--- src/rtl/hazard_pkg.sv ---
// Shared types and defaults for the register hazard scoreboard.
package hazard_pkg;

  localparam int unsigned NREGS_DEF   = 32;
  localparam int unsigned LAT_MAX_DEF = 4;
  localparam int unsigned PERF_W      = 32;

  typedef enum logic [1:0] {
    FWD_NONE = 2'b00,
    FWD_PIPE = 2'b01,
    FWD_CPL  = 2'b10
  } fwd_src_e;

  typedef enum logic {
    VAR_IDLE = 1'b0,
    VAR_BUSY = 1'b1
  } var_state_e;

endpackage

--- src/rtl/sb_entry.sv ---
// One scoreboard entry: pending flag, variable-latency flag and countdown.
module sb_entry #(
  parameter int unsigned CNT_W = 3
) (
  input  logic             clk,
  input  logic             rst_n,
  input  logic             i_set,
  input  logic             i_set_var,
  input  logic [CNT_W-1:0] i_set_cnt,
  input  logic             i_cpl_hit,
  output logic             o_pending,
  output logic             o_var,
  output logic [CNT_W-1:0] o_cnt,
  output logic             o_clr_c
);

  logic             r_pending;
  logic             r_var;
  logic [CNT_W-1:0] r_cnt;

  // Entry retires on its last countdown cycle or on its completion.
  assign o_clr_c = r_pending & (r_var ? i_cpl_hit : (r_cnt == CNT_W'(1)));

  always_ff @(posedge clk) begin
    if (!rst_n) begin
      r_pending <= 1'b0;
      r_var     <= 1'b0;
      r_cnt     <= '0;
    end else if (i_set) begin
      r_pending <= 1'b1;
      r_var     <= i_set_var;
      r_cnt     <= i_set_var ? '0 : i_set_cnt;
    end else if (o_clr_c) begin
      r_pending <= 1'b0;
      r_var     <= 1'b0;
      r_cnt     <= '0;
    end else if (r_pending && !r_var) begin
      r_cnt     <= r_cnt - CNT_W'(1);
    end
  end

  assign o_pending = r_pending;
  assign o_var     = r_var;
  assign o_cnt     = r_cnt;

endmodule

--- src/rtl/hazard_scoreboard.sv ---
// Register scoreboard: RAW/WAW/structural stall and bypass select for ID.
// Optional stall-cycle counter enabled by defining HAZARD_PERF_EN.
module hazard_scoreboard
  import hazard_pkg::*;
#(
  parameter int unsigned NREGS   = NREGS_DEF,
  parameter int unsigned LAT_MAX = LAT_MAX_DEF
) (
  input  logic                         clk,
  input  logic                         rst_n,
  input  logic                         id_valid,
  input  logic [$clog2(NREGS)-1:0]     id_rs1,
  input  logic [$clog2(NREGS)-1:0]     id_rs2,
  input  logic [$clog2(NREGS)-1:0]     id_rd,
  input  logic                         id_reg_write,
  input  logic [$clog2(LAT_MAX+1)-1:0] id_lat,
  input  logic                         cpl_valid,
  input  logic [$clog2(NREGS)-1:0]     cpl_rd,
  output logic                         stall,
  output logic                         fwd_a,
  output logic                         fwd_b,
  output logic [1:0]                   fwd_a_src,
  output logic [1:0]                   fwd_b_src,
  output logic                         var_busy,
  output logic [PERF_W-1:0]            stall_cycles
);

  localparam int unsigned AW    = $clog2(NREGS);
  localparam int unsigned CNT_W = $clog2(LAT_MAX + 1);

  var_state_e       r_state;
  var_state_e       w_state_nxt;

  logic [NREGS-1:0] w_pend;
  logic [NREGS-1:0] w_var;
  logic [NREGS-1:0] w_clr;
  logic [CNT_W-1:0] w_cnt [NREGS];

  logic             w_busy;
  logic             w_cpl_hit;
  logic             w_var_issue;
  logic             w_accept;
  logic [CNT_W-1:0] w_lat_cl;
  logic             w_stall;
  logic             w_rs1_haz;
  logic             w_rs2_haz;

  assign w_busy      = (r_state == VAR_BUSY);
  // Completion only counts when it targets the outstanding variable-latency entry.
  assign w_cpl_hit   = rst_n & cpl_valid & w_busy & w_pend[cpl_rd] & w_var[cpl_rd];
  assign w_var_issue = id_reg_write & (id_rd != '0) & (id_lat == '0);
  assign w_accept    = rst_n & id_valid & ~w_stall & id_reg_write & (id_rd != '0);
  assign w_lat_cl    = (id_lat > CNT_W'(LAT_MAX)) ? CNT_W'(LAT_MAX) : id_lat;
  assign w_rs1_haz   = (id_rs1 != '0) & w_pend[id_rs1];
  assign w_rs2_haz   = (id_rs2 != '0) & w_pend[id_rs2];

  assign w_pend[0] = 1'b0;
  assign w_var[0]  = 1'b0;
  assign w_clr[0]  = 1'b0;
  assign w_cnt[0]  = '0;

  for (genvar i = 1; i < NREGS; i++) begin : g_entry
    sb_entry #(
      .CNT_W (CNT_W)
    ) u_entry (
      .clk       (clk),
      .rst_n     (rst_n),
      .i_set     (w_accept && (id_rd == AW'(i))),
      .i_set_var (id_lat == '0),
      .i_set_cnt (w_lat_cl),
      .i_cpl_hit (w_cpl_hit && (cpl_rd == AW'(i))),
      .o_pending (w_pend[i]),
      .o_var     (w_var[i]),
      .o_cnt     (w_cnt[i]),
      .o_clr_c   (w_clr[i])
    );
  end

  // Hazard resolution for the instruction sitting in ID.
  always_comb begin
    w_stall   = 1'b0;
    fwd_a     = 1'b0;
    fwd_b     = 1'b0;
    fwd_a_src = 2'(FWD_NONE);
    fwd_b_src = 2'(FWD_NONE);
    if (rst_n && id_valid) begin
      if (w_rs1_haz) begin
        if (!w_var[id_rs1] && (w_cnt[id_rs1] == CNT_W'(1))) begin
          fwd_a     = 1'b1;
          fwd_a_src = 2'(FWD_PIPE);
        end else if (w_var[id_rs1] && w_cpl_hit && (cpl_rd == id_rs1)) begin
          fwd_a     = 1'b1;
          fwd_a_src = 2'(FWD_CPL);
        end else begin
          w_stall   = 1'b1;
        end
      end
      if (w_rs2_haz) begin
        if (!w_var[id_rs2] && (w_cnt[id_rs2] == CNT_W'(1))) begin
          fwd_b     = 1'b1;
          fwd_b_src = 2'(FWD_PIPE);
        end else if (w_var[id_rs2] && w_cpl_hit && (cpl_rd == id_rs2)) begin
          fwd_b     = 1'b1;
          fwd_b_src = 2'(FWD_CPL);
        end else begin
          w_stall   = 1'b1;
        end
      end
      if (id_reg_write && (id_rd != '0) && w_pend[id_rd] && !w_clr[id_rd]) begin
        w_stall = 1'b1;
      end
      if (w_var_issue && w_busy && !w_cpl_hit) begin
        w_stall = 1'b1;
      end
    end
  end

  assign stall = w_stall;

  always_ff @(posedge clk) begin
    if (!rst_n) begin
      r_state <= VAR_IDLE;
    end else begin
      r_state <= w_state_nxt;
    end
  end

  // A new variable issue keeps the unit busy even if the old one completes now.
  always_comb begin
    w_state_nxt = r_state;
    case (r_state)
      VAR_IDLE: begin
        if (w_accept && w_var_issue) begin
          w_state_nxt = VAR_BUSY;
        end
      end
      VAR_BUSY: begin
        if (w_accept && w_var_issue) begin
          w_state_nxt = VAR_BUSY;
        end else if (w_cpl_hit) begin
          w_state_nxt = VAR_IDLE;
        end
      end
      default: w_state_nxt = VAR_IDLE;
    endcase
  end

  assign var_busy = w_busy & rst_n;

`ifdef HAZARD_PERF_EN
  logic [PERF_W-1:0] r_stall_cycles;

  always_ff @(posedge clk) begin
    if (!rst_n) begin
      r_stall_cycles <= '0;
    end else if (w_stall && (r_stall_cycles != '1)) begin
      r_stall_cycles <= r_stall_cycles + PERF_W'(1);
    end
  end

  assign stall_cycles = r_stall_cycles;
`else
  assign stall_cycles = '0;
`endif

endmodule

--- config.mk ---
export PLATFORM = sky130hd
export DESIGN_NAME = hazard_scoreboard
export DESIGN_NICKNAME = d
export VERILOG_FILES = /design/src/rtl/hazard_pkg.sv /design/src/rtl/sb_entry.sv /design/src/rtl/hazard_scoreboard.sv
export SDC_FILE = /design/constraint.sdc
export NUM_CORES = 1
export LEC_CHECK = 0
export CORE_MARGIN = 3
export CORE_UTILIZATION = 40
export DETAILED_ROUTE_END_ITERATION = 8
export PLACE_DENSITY_LB_ADDON = 0.25
export SYNTH_ARGS = -nofsm -noshare
export SYNTH_HDL_FRONTEND = slang
export SYNTH_SLANG_ARGS = --single-unit
--- constraint.sdc ---
create_clock -name clk -period 5.8 [get_ports clk]
set_input_delay 1.45 -clock clk [delete_from_list [all_inputs] [get_ports clk]]
set_output_delay 1.45 -clock clk [all_outputs]
set_load 0.005 [all_outputs]
# Word level (Yosys, flattened, before mapping)
# Cells that the tools add are included.
# classes
addsub	31
n_lt_le_gt_ge	7
n_eq_ne	97
mux	270
bitwise	48
n_reduce_logical	207
# op_table
cell	n
3-bit two-way mux	99
5-bit equality test, second input constant	32
1-bit two-way mux	152
1-bit logical AND	106
3-bit by 1-bit equality test with 1-bit output, second input constant	33
3-bit nonzero test	31
3-bit by 1-bit subtractor with 3-bit output, second input constant	31
5-bit by 4-bit equality test with 1-bit output, second input constant	16
2-bit nonzero test	31
1-bit bitwise AND	44
1-bit binary-select mux with 5-bit select	8
5-bit by 3-bit equality test with 1-bit output, second input constant	8
1-bit logical NOT	35
3-bit binary-select mux with 5-bit select	2
5-bit by 6-bit < comparator with 1-bit output, second input constant	4
5-bit by 2-bit equality test with 1-bit output, second input constant	4
2-bit two-way mux	8
5-bit nonzero test	3
6-bit greater-or-equal comparator, second input constant	2
5-bit inverter with 6-bit output	2
5-bit by 1-bit equality test with 1-bit output, second input constant	2
5-bit equality test	2
3-bit > comparator, second input constant	1
3-bit logical NOT	1
2 further kinds	3
# word_totals
register_bits	156
input_bits	28
out_inout_bits	40
wordCells	754

# Depth between registers and ports, before layout
# Gate-level depths: netlist (run 1).
# logic_depth
depth_word	22
ltp_mapped	15
mapped_depth_nobuf	11

# By module
# From an unflattened synthesis (run 1), not the netlist that was laid out.
# hier_totals
hier_cells	1646
area_unflattened_um2	15562.4
# modules_own_cells
module	n_inst	cells_per_inst	area_per_inst_um2	seq_area_each_um2
sb_entry	31	35	352.8	100.1
hazard_scoreboard	1	561	4624.4	20.0

# Least setup slack after synthesis (run 1)
# OpenSTA, ideal clock, no wires.
# synth_path
kind	input to output
startpoint	input port cpl_rd[3]
endpoint	output port stall
arrival_ps	3554
required_time_ps	4350
path_slack_ps	796
cell_stages	9
path_buffers	1
cell_sequence	buf_6 > mux4_2 > mux2_2 > mux2_2 > a32oi_2 > nor3_1 > nor3_2 > nor3_1 > nor2_1
# synth_between
elab_chain_cells	15
elab_cells_between_ends	151
cone_classes	eq/ne (33); mux (46); bitwise (33); reduce/logical (39)
# synth_lines
element	line	rtl
start: declaration	hazard_scoreboard.sv:18	input logic [$clog2(NREGS)-1:0] cpl_rd,
branches (longest 13 deep; another with 1-bit binary-select mux with 5-bit select)	n/a	
1-bit two-way mux (*)	hazard_scoreboard.sv:112	if (w_var_issue && w_busy && !w_cpl_hit) begin
1-bit two-way mux (*)	hazard_scoreboard.sv:86	if (rst_n && id_valid) begin
end: declaration	hazard_scoreboard.sv:19	output logic stall,
# Every way passes the cells marked *. The select of a mux whose other input is x is not followed.

# Worst setup path in the final report (run 1)
# layout_path
startpoint	input port cpl_rd[2]
endpoint	output port fwd_b_src[1]
# layout_between
elab_chain_cells	10
elab_cells_between_ends	13
cone_classes	eq/ne (1); mux (8); bitwise (2); reduce/logical (2)
# layout_lines
element	line	rtl
1-bit binary-select mux with 5-bit select	hazard_scoreboard.sv:50	assign w_cpl_hit = rst_n & cpl_valid & w_busy & w_pend[cpl_rd] & w_var[cpl_rd];
1-bit two-way mux (not written as such)	hazard_scoreboard.sv:50	
1-bit bitwise AND (2 in a row)	hazard_scoreboard.sv:50	
1-bit logical AND	hazard_scoreboard.sv:102	end else if (w_var[id_rs2] && w_cpl_hit && (cpl_rd == id_rs2)) begin
1-bit logical AND (*)	hazard_scoreboard.sv:102	
2-bit two-way mux (*)	hazard_scoreboard.sv:102	
2-bit two-way mux (*)	hazard_scoreboard.sv:99	if (!w_var[id_rs2] && (w_cnt[id_rs2] == CNT_W'(1))) begin
2-bit two-way mux (*)	hazard_scoreboard.sv:98	if (w_rs2_haz) begin
2-bit two-way mux (*)	hazard_scoreboard.sv:86	
end: declaration	hazard_scoreboard.sv:23	output logic [1:0] fwd_b_src,
# Mark *: on every way between the ends. The rest lies on a longest branch, timed or not. The select of a mux whose other input is x is not followed.

==> results.yml, run 1 <==
final_layout:
  fillers: 3349
  final_core_util: 0.488
  multiInputGateArea_sq_um: 10100
  nets: 1934
  diodes: 0
  area_growth_pct: 19.7
  seqCellArea_sq_um: 3120
  drive_gt1_frac: 0.216
  fin_cells: 2312
synth:
  syn_area_sq_um: 14100
  async_flop_share: 0
  ys.flop_type: "dfxtp_1"
  synth.most_common_cell: "dfxtp_1"
  yosysTopAreaCell: "dfxtp_1"
  synth_top_cell_area_share: 0.221
  synth_edf_count: 0
  postSynthAreaPerCell_sq_um: 8.23
  ys_ff_latch: 156
  synth_cells: 1715
  synth_top_cells_by_count: "dfxtp_1, nand2_1, a21oi_1"
  synth_warnings: 0
  synthTopCellsByArea: "dfxtp_1, mux4_2, ha_1, mux2i_1, nand2_1"
  synthDistinctLibCells: 98
  yosysSeqAreaShare: 0.221
clocking:
  cts_tree: "built"
  clockBufferDepth: 2
  htreeDepth: 4
  cts_root_buf: "clkbuf_16"
  clock_sinks: 156
  cts_made_buffers: 17
  worstSkewPairLatency_ps: 450
  clk_pin_slew_worst_paths_ps: 70
  hold_buffers: 0
timing:
  rsz0062_at_grt: "false"
  setup_viol: 0
  fin_skew_ps: 10.6
  hold_viol_final: 0
  slew_headroom: 0.347
  clock.fmax_ghz: 0.176
  final.min_clock_period_ps: 5680
  worst_pin_slew_ps: 969
  slew_viol_final: 0
  period_share: 0.980
critical_path:
  critPathSlowestCell: "or4b_4"
  cp_max_fo: 8
  cpMostUsedCell: "clkdlybuf4s50_1"
  critPathKind: "primary input to primary output"
  critPathCaptureType: "primary output"
  required_ps: 4350
  cp_slowest_stage_delay_ps: 590
  worstPathCellList: "clkdlybuf4s50_1 -> buf_6 -> buf_12 -> nor2b_1 -> a22oi_1 -> nand3_1 -> buf_4 -> o311ai_4 -> or4b_4 -> nor2_1 -> clkdlybuf4s50_1"
  start_kind: "primary input"
  crit_arrival_ps: 4230
placed_design:
  placedCellCount: 2263
  hpwlAfterDp_microns: 43600
  io_buffers: 35
  gp_congestion: 1.04
power:
  power.density_nw_per_um2: 160
  leakagePower_nw: 6.37
  peakVddDrop_v: 0.000211
grt:
  grt_max_degree: 59
  grt_overflow: 0
  grt_pass1_wl_microns: 87400
  grt_pass1_vias: 13900
  grtUsageTotal: 0.299
  antenna_found_initial: 0
route:
  drc_errors: 0
  drt-initial-drc-count: 1469
  wl_per_cell_microns: 25.0
  num_vias: 14800
  first_pass_iters: 5
  routed_wl_microns: 57800
  vias_per_cell: 6.39
  ant_nets: 0
floorplan:
  core_sq_um: 34600
  rows: 68
  start_util: 0.408
  dieHeight_microns: 194
  die-area_sq_um: 37600
  pin_count: 68
  fp.dieW_microns: 194
outcome:
  status: "finished clean"
hold_path:
  hold_class: "register to register"
run:
  drv_cap: 0
==> per-stage QoR <==
step	power [mW]	hold WS [ps]	cell area [sq um]	setup TNS [ps]	setup slack (ps)
after global routing	2.77	609	16900	0	11.0
after CTS	2.69	562	16700	-6.73	-6.73
after global placement	1.53	534	15900	-1420	-313
after floorplan	1.34	480	14200	0	796
after detailed placement	1.53	551	15900	-1600	-376
final	2.69	569	16900	0	116
==> layout by cell type, fill, tap and decap left out, types with 11 or more instances in the layout <==
cell type | Yosys | layout
ha_1 | 62 | 62
o31ai_1 | 16 | 14
inv_1 | 87 | 87
a21o_1 | 13 | 13
clkbuf_16 | 0 | 17
nand3_1 | 55 | 54
nor4_1 | 19 | 19
o211ai_1 | 12 | 12
a311oi_1 | 17 | 16
a22oi_1 | 13 | 13
o21ai_0 | 63 | 63
buf_4 | 45 | 183
clkdlybuf4s50_1 | 0 | 26
and3_1 | 21 | 21
buf_12 | 0 | 17
or2_2 | 13 | 13
nor4b_1 | 24 | 23
a211oi_1 | 34 | 34
a31o_2 | 12 | 12
nand4_1 | 23 | 23
mux4_2 | 44 | 46
o21a_1 | 13 | 13
nor2b_1 | 42 | 39
a21oi_1 | 98 | 95
nor3_1 | 32 | 28
nor2_1 | 97 | 96
conb_1 | 1 | 32
a31oi_1 | 26 | 25
nand2b_1 | 44 | 44
xnor2_1 | 11 | 11
mux2_2 | 21 | 21
nand2_1 | 153 | 152
mux2i_1 | 69 | 69
dfxtp_1 | 156 | 156
o31a_1 | 21 | 21
nor3b_1 | 32 | 29
==> state kept, by name, summed over array words and instances, names as in the netlist <==
signal	count
g_entry.u_entry.o_cnt	93
g_entry.u_entry.o_pending	31
r_state	1
g_entry.u_entry.o_var	31
==> critical path, delay by kind of cell <==
family          cells  cell delay [ps]
buf+inv             5             1420
simple gates        4             1070
compound gates      2              280
==> routing by layer <==
metal  GRT usage  share of wire  up-vias
li1            -              -     6630
met1       0.406           0.43     7192
met2       0.467           0.44      790
met3      0.0556          0.086      162
met4       0.128          0.051        0
met5           0              0        -
==> layout make-up <==
class | instances | share of cell area
multi-input combinational | 1334 | 0.599
clock buffer | 22 | 0.0275
timing repair buffer | 246 | 0.128
clock inverter | 10 | 0.00682
tap | 455 | 0.0337
inverter | 89 | 0.0200
sequential | 156 | 0.185
==> final timing paths <==
check	startpoint	to	slack, ps	cells after the start
max reg2reg	g_entry[31].u_entry.o_var	g_entry[7].u_entry.o_cnt[2]	1880	11
max	cpl_rd[2]	fwd_b_src[1]	120	11
min	g_entry[10].u_entry.o_cnt[0]	g_entry[10].u_entry.o_cnt[0]	570	2
min reg2reg	g_entry[10].u_entry.o_cnt[0]	g_entry[10].u_entry.o_cnt[0]	570	2
==> logic make-up (layout without fill, tap and decap cells) <==
kind of cell | count (synthesis) | after routing | share of synthesized area
fa+ha+maj | 62 | 62 | 0.0550
buf+inv | 256 | 367 | 0.0876
xor+xnor | 17 | 17 | 0.0106
flops | 156 | 156 | 0.221
compound gates | 440 | 440 | 0.222
mux | 139 | 139 | 0.145
other cells | 1 | 32 | 0.000266
simple gates | 644 | 644 | 0.258
==> power breakdown <==
part | internal, mW | total [mW] | switching, mW
Combinational | 0.186 | 0.467 | 0.281
Sequential | 1.08 | 1.08 | 0.00749
Clock | 0.656 | 1.14 | 0.488
==> what timing repair did <==
item                       4_1_cts  5_1_grt
resized for setup               35       25
pin swaps                       11       13
hold endpoints to repair         0        0
setup endpoints to repair        7        6
setup buffers                   11        7
(Power assumes the default switching activity.)
==> run 2: changes to the inputs <==
--- a/config.mk
+++ b/config.mk
@@ -5,6 +5,7 @@
 export SDC_FILE = /design/constraint.sdc
 export NUM_CORES = 1
 export LEC_CHECK = 0
+export CORE_ASPECT_RATIO = 1.2
 export CORE_MARGIN = 3
 export CORE_UTILIZATION = 40
 export DETAILED_ROUTE_END_ITERATION = 8
==> run 2 against run 1 <==
  * Total power rose by 6.0%
  * Largest cell class unchanged
  * Largest power group unchanged
  * Critical path depth fell by 1
  * First-iteration DRC count fell by 3.0%
==> results.yml, run 2 (synthesized netlist as in run 1, its figures left out) <==
final_layout:
  nets: 1915
  fillers: 3362
  drive_gt1_frac: 0.203
  final_core_util: 0.486
  seqCellArea_sq_um: 3120
  largest_register_ffs: 93
  fin_cells: 2294
  diodes: 0
  most-common-layout-cells: "buf_4, dfxtp_1, nand2_1"
  area_growth_pct: 18.6
  multiInputGateArea_sq_um: 10000
  layout_commonest_cell: "buf_4"
route:
  routed_wl_microns: 58200
  vias_per_cell: 6.41
  top_layer: "met5"
  num_vias: 14700
  drt-initial-drc-count: 1425
  dr_wl_met2_microns: 27000
  first_pass_iters: 5
  wl_per_cell_microns: 25.4
  ant_nets: 0
  wl_met3_microns: 4580
  wl_met1_microns: 22600
  drc_errors: 0
timing:
  setup_viol: 0
  period_share: 0.975
  rsz0062_at_grt: "false"
  worst_pin_slew_ps: 1030
  slew_viol_final: 0
  hold_ws_ps: 552
  final.min_clock_period_ps: 5660
  slew_headroom: 0.310
  fin_skew_ps: 18.4
  clock.fmax_ghz: 0.177
  hold_viol_final: 0
critical_path:
  critPathKind: "primary input to primary output"
  start_kind: "primary input"
  critPathSlowestCell: "or4b_4"
  worstPathCellList: "dlygate4sd2_1 -> buf_12 -> buf_4 -> and2_4 -> nor2b_1 -> a221oi_2 -> a32oi_4 -> or4b_4 -> a21oi_1 -> clkdlybuf4s50_1"
  crit_arrival_ps: 4210
  required_ps: 4350
  cp_slowest_stage_delay_ps: 540
  critPathCaptureType: "primary output"
  cp_max_fo: 16
floorplan:
  die-area_sq_um: 37600
  start_util: 0.410
  pin_count: 68
  fp.dieW_microns: 177
  rows: 74
  core_sq_um: 34400
  dieHeight_microns: 212
grt:
  grt_pass1_vias: 14100
  grtUsageTotal: 0.307
  antenna_found_initial: 3
  grt_overflow: 0
  grt_pass1_wl_microns: 87300
  grt_max_degree: 63
placed_design:
  placedCellCount: 2251
  gp_congestion: 1.06
  io_buffers: 35
  hpwlAfterDp_microns: 44000
run:
  drv_cap: 0
clocking:
  cts_root_buf: "clkbuf_16"
  clk_pin_slew_worst_paths_ps: 60
  worstSkewPairLatency_ps: 470
  cts_tree: "built"
  htreeDepth: 4
  clock_sinks: 156
  cts_made_buffers: 17
  clockBufferDepth: 2
power:
  peakVddDrop_v: 0.000218
  leakagePower_nw: 6.32
  power.density_nw_per_um2: 171
hold_path:
  hold_class: "register to register"
outcome:
  status: "finished clean"
==> run 2: cell type report <==
class | count | share of cell area
clock buffer | 21 | 0.0275
timing repair buffer | 227 | 0.121
multi-input combinational | 1334 | 0.598
clock inverter | 11 | 0.0128
inverter | 89 | 0.0202
sequential | 156 | 0.187
tap | 456 | 0.0341
==> run 2: metal layers <==
metal,GRT usage,vias to the layer above
li1,-,6578
met1,0.375,7189
met2,0.498,720
met3,0.0615,217
met4,0.188,2
met5,0,-
==> run 2: stage by stage <==
step           setup slack (ps)  setup TNS [ps]  instance area [sq um]  power (mW)
6_report                    143               0                  16700        2.86
5_1_grt                    23.9               0                  16700        2.93
4_1_cts                   -91.1            -129                  16700        2.86
3_5_place_dp               -456           -1740                  15800        1.54
3_3_place_gp               -475           -1620                  15800        1.54
2_1_floorplan               796               0                  14200        1.34
==> run 2: path summary, 6_finish.rpt <==
kind / from / endpoint / slack [ps] / depth (start not counted)
worst max-delay path: cpl_rd[3] / fwd_b / 140 / 10
worst min-delay path: g_entry[14].u_entry.o_cnt[0] / g_entry[14].u_entry.o_cnt[0] / 550 / 1
worst max register to register: g_entry[29].u_entry.o_var / g_entry[7].u_entry.o_cnt[2] / 1910 / 11
worst min register to register: g_entry[14].u_entry.o_cnt[0] / g_entry[14].u_entry.o_cnt[0] / 550 / 1
==> run 2: report_power, final <==
| part | internal, mW | switching [mW] |
|---|---|---|
| clock | 0.828 | 0.491 |
| combinational | 0.176 | 0.279 |
| sequential | 1.08 | 0.00717 |
| total | 2.08 | 0.777 |
==> run 2: repair_timing <==
action,4_1_cts,5_1_grt
pin swaps,7,9
gates resized for setup,29,12
endpoints found under the setup margin,7,5
hold buffers,0,0
setup buffers,7,4
==> run 2: critical path: cells and delay by family <==
family,cells,cell delay [ps]
buffers and inverters,4,1130
AND/OR/NAND/NOR,3,880
AO/OA/AOI/OAI,3,740
==> run 3: changes to the inputs <==
--- a/config.mk
+++ b/config.mk
@@ -9,6 +9,7 @@
 export CORE_MARGIN = 3
 export CORE_UTILIZATION = 40
 export DETAILED_ROUTE_END_ITERATION = 8
+export MAX_ROUTING_LAYER = met4
 export PLACE_DENSITY_LB_ADDON = 0.25
 export SYNTH_ARGS = -nofsm -noshare
 export SYNTH_HDL_FRONTEND = slang
==> run 3 against run 2 <==
  * Critical path type unchanged
  * Core utilization shrank 0.34 points
  * Fmax is 1.6% lower
  * Global-route usage rose by 1.4 points
  * Die area unchanged
  * Final area is 0.70% lower
  * Sequential power hardly changed
  * Clock-buffer cell count is 3 lower
  * Register-to-register slack improved by 100 ps
==> results.yml, run 3 (synthesized netlist as in run 1, its figures left out) <==
outcome:
  status: "finished clean"
critical_path:
  critPathCaptureType: "primary output"
  r2r-end: "g_entry[22].u_entry.o_cnt[0]"
  cp_slowest_stage_delay_ps: 630
  required_ps: 4350
  cp_max_fo: 11
  r2r_slack_ps: 2010
  rr_worst_depth: 12
  critPathKind: "primary input to primary output"
  critPathSlowestCell: "or4b_2"
  crit_arrival_ps: 4300
  rr_startpoint: "g_entry[29].u_entry.o_var"
  start_kind: "primary input"
  worstPathCellList: "clkdlybuf4s50_1 -> buf_12 -> buf_4 -> nor4_4 -> o2111ai_1 -> or4b_2 -> a21oi_1 -> a211o_2 -> o22a_1 -> nor2_2 -> nor3_2 -> nor2_1 -> dlygate4sd2_1"
route:
  vias_per_cell: 6.48
  drt-initial-drc-count: 1625
  drc_errors: 0
  routed_wl_microns: 59300
  num_vias: 14900
  first_pass_iters: 6
  ant_nets: 0
  wl_per_cell_microns: 25.8
grt:
  grtUsageTotal: 0.321
  grt_pass1_vias: 14000
  antenna_found_initial: 4
  grt_max_degree: 63
  grt_overflow: 0
  grt_pass1_wl_microns: 87700
timing:
  period_share: 0.991
  clock.fmax_ghz: 0.174
  rsz0062_at_grt: "true"
  slew_viol_final: 0
  slew_headroom: 0.348
  setup_viol: 0
  fin_skew_ps: 8.40
  worst_pin_slew_ps: 976
  final.min_clock_period_ps: 5750
  hold_viol_final: 0
placed_design:
  gp_congestion: 1.06
  hpwlAfterDp_microns: 44700
  placedCellCount: 2254
  placed_cell_area_sq_um: 15800
  io_buffers: 35
final_layout:
  largest_register_ffs: 93
  fillers: 3375
  seqCellArea_sq_um: 3120
  fin_cells: 2297
  area_growth_pct: 17.8
  drive_gt1_frac: 0.203
  most-common-layout-cells: "buf_4, dfxtp_1, nand2_1"
  layout_commonest_cell: "buf_4"
  final_core_util: 0.483
  nets: 1916
  stdcell_area_sq_um: 16600
  multiInputGateArea_sq_um: 10000
hold_path:
  min-delay-start: "g_entry[14].u_entry.o_cnt[0]"
  hold_class: "register to register"
  whs_path_depth: 1
  hold_end: "g_entry[14].u_entry.o_cnt[0]"
floorplan:
  die-area_sq_um: 37600
  fp.dieW_microns: 177
  dieHeight_microns: 212
  start_util: 0.410
  pin_count: 68
  rows: 74
  core_sq_um: 34400
clocking:
  cts_tree: "built"
  htreeDepth: 4
  cts_made_buffers: 17
  cts_root_buf: "clkbuf_16"
  clockBufferDepth: 2
  worstSkewPairLatency_ps: 480
  clock_sinks: 156
  clk_pin_slew_worst_paths_ps: 60
power:
  peakVddDrop_v: 0.000245
  power.density_nw_per_um2: 161
  leakagePower_nw: 6.23
run:
  drv_cap: 0
[run 3: cell count changes in the layout (fill, tap and decap cells not counted), sizes merged, moves of 3 or more]
cell           delta
bufinv            -4
clkbuf            -3
clkdlybuf4s50     +4
clkinv            +5
diode             +3
dlymetal6s2s      -4
[run 3: worst max-delay path, delay by kind of cell]
kind            cells  cell delay [ps]
buf+inv             4             1040
simple gates        5             1200
compound gates      4              620
[run 3: how the worst max path moves through the flow]
stage,start,end,slack [ps],cells after the start
6_report,id_rd[1],stall,50,13
5_1_grt,id_rd[1],stall,-70,13
4_1_cts,id_rs2[2],stall,0.7,12
3_3_place_gp,id_rs2[2],stall,-520,12
3_5_place_dp,id_rs2[2],stall,-480,12
2_1_floorplan,cpl_rd[3],stall,800,9
[run 3: stage by stage]
step,hold slack (ps),TNS [ps],power (mW),setup WS (ps)
2_1_floorplan,480,0,1.34,796
3_3_place_gp,537,-1890,1.54,-516
3_5_place_dp,545,-1900,1.54,-480
4_1_cts,559,0,2.68,0.702
5_1_grt,568,-77.6,2.75,-74.4
6_report,558,0,2.68,50.0
[run 3: what timing repair did]
item                                    in CTS  in global routing
pin swaps                                    7                  2
endpoints found under the setup margin       7                  6
gates cloned                                 1                  0
hold endpoints to repair                     0                  0
hold buffers                                 0                  0
buffers inserted                             7                  1
gates resized for setup                     26                  8
[run 3: final cells by class]
cell class,instances,area share
Sequential cell,156,0.188
Tap cell,456,0.0343
Multi-Input combinational cell,1334,0.602
Inverter,89,0.0201
Clock inverter,13,0.00760
Timing Repair Buffer,228,0.121
Clock buffer,18,0.0264
Antenna cell,3,0.000452
[run 3: power by group]
part           switching [mW]  internal, mW
sequential            0.00723          1.08
combinational           0.284         0.176
clock                   0.500         0.634
[run 3: per-layer routing]
layer  up-vias  track usage  routed length (microns)
met5         -            -                        0
met4         0        0.190                     4080
met1      7222        0.380                    22900
met3       225       0.0623                     4800
li1       6592            -                        -
met2       840        0.505                    27500
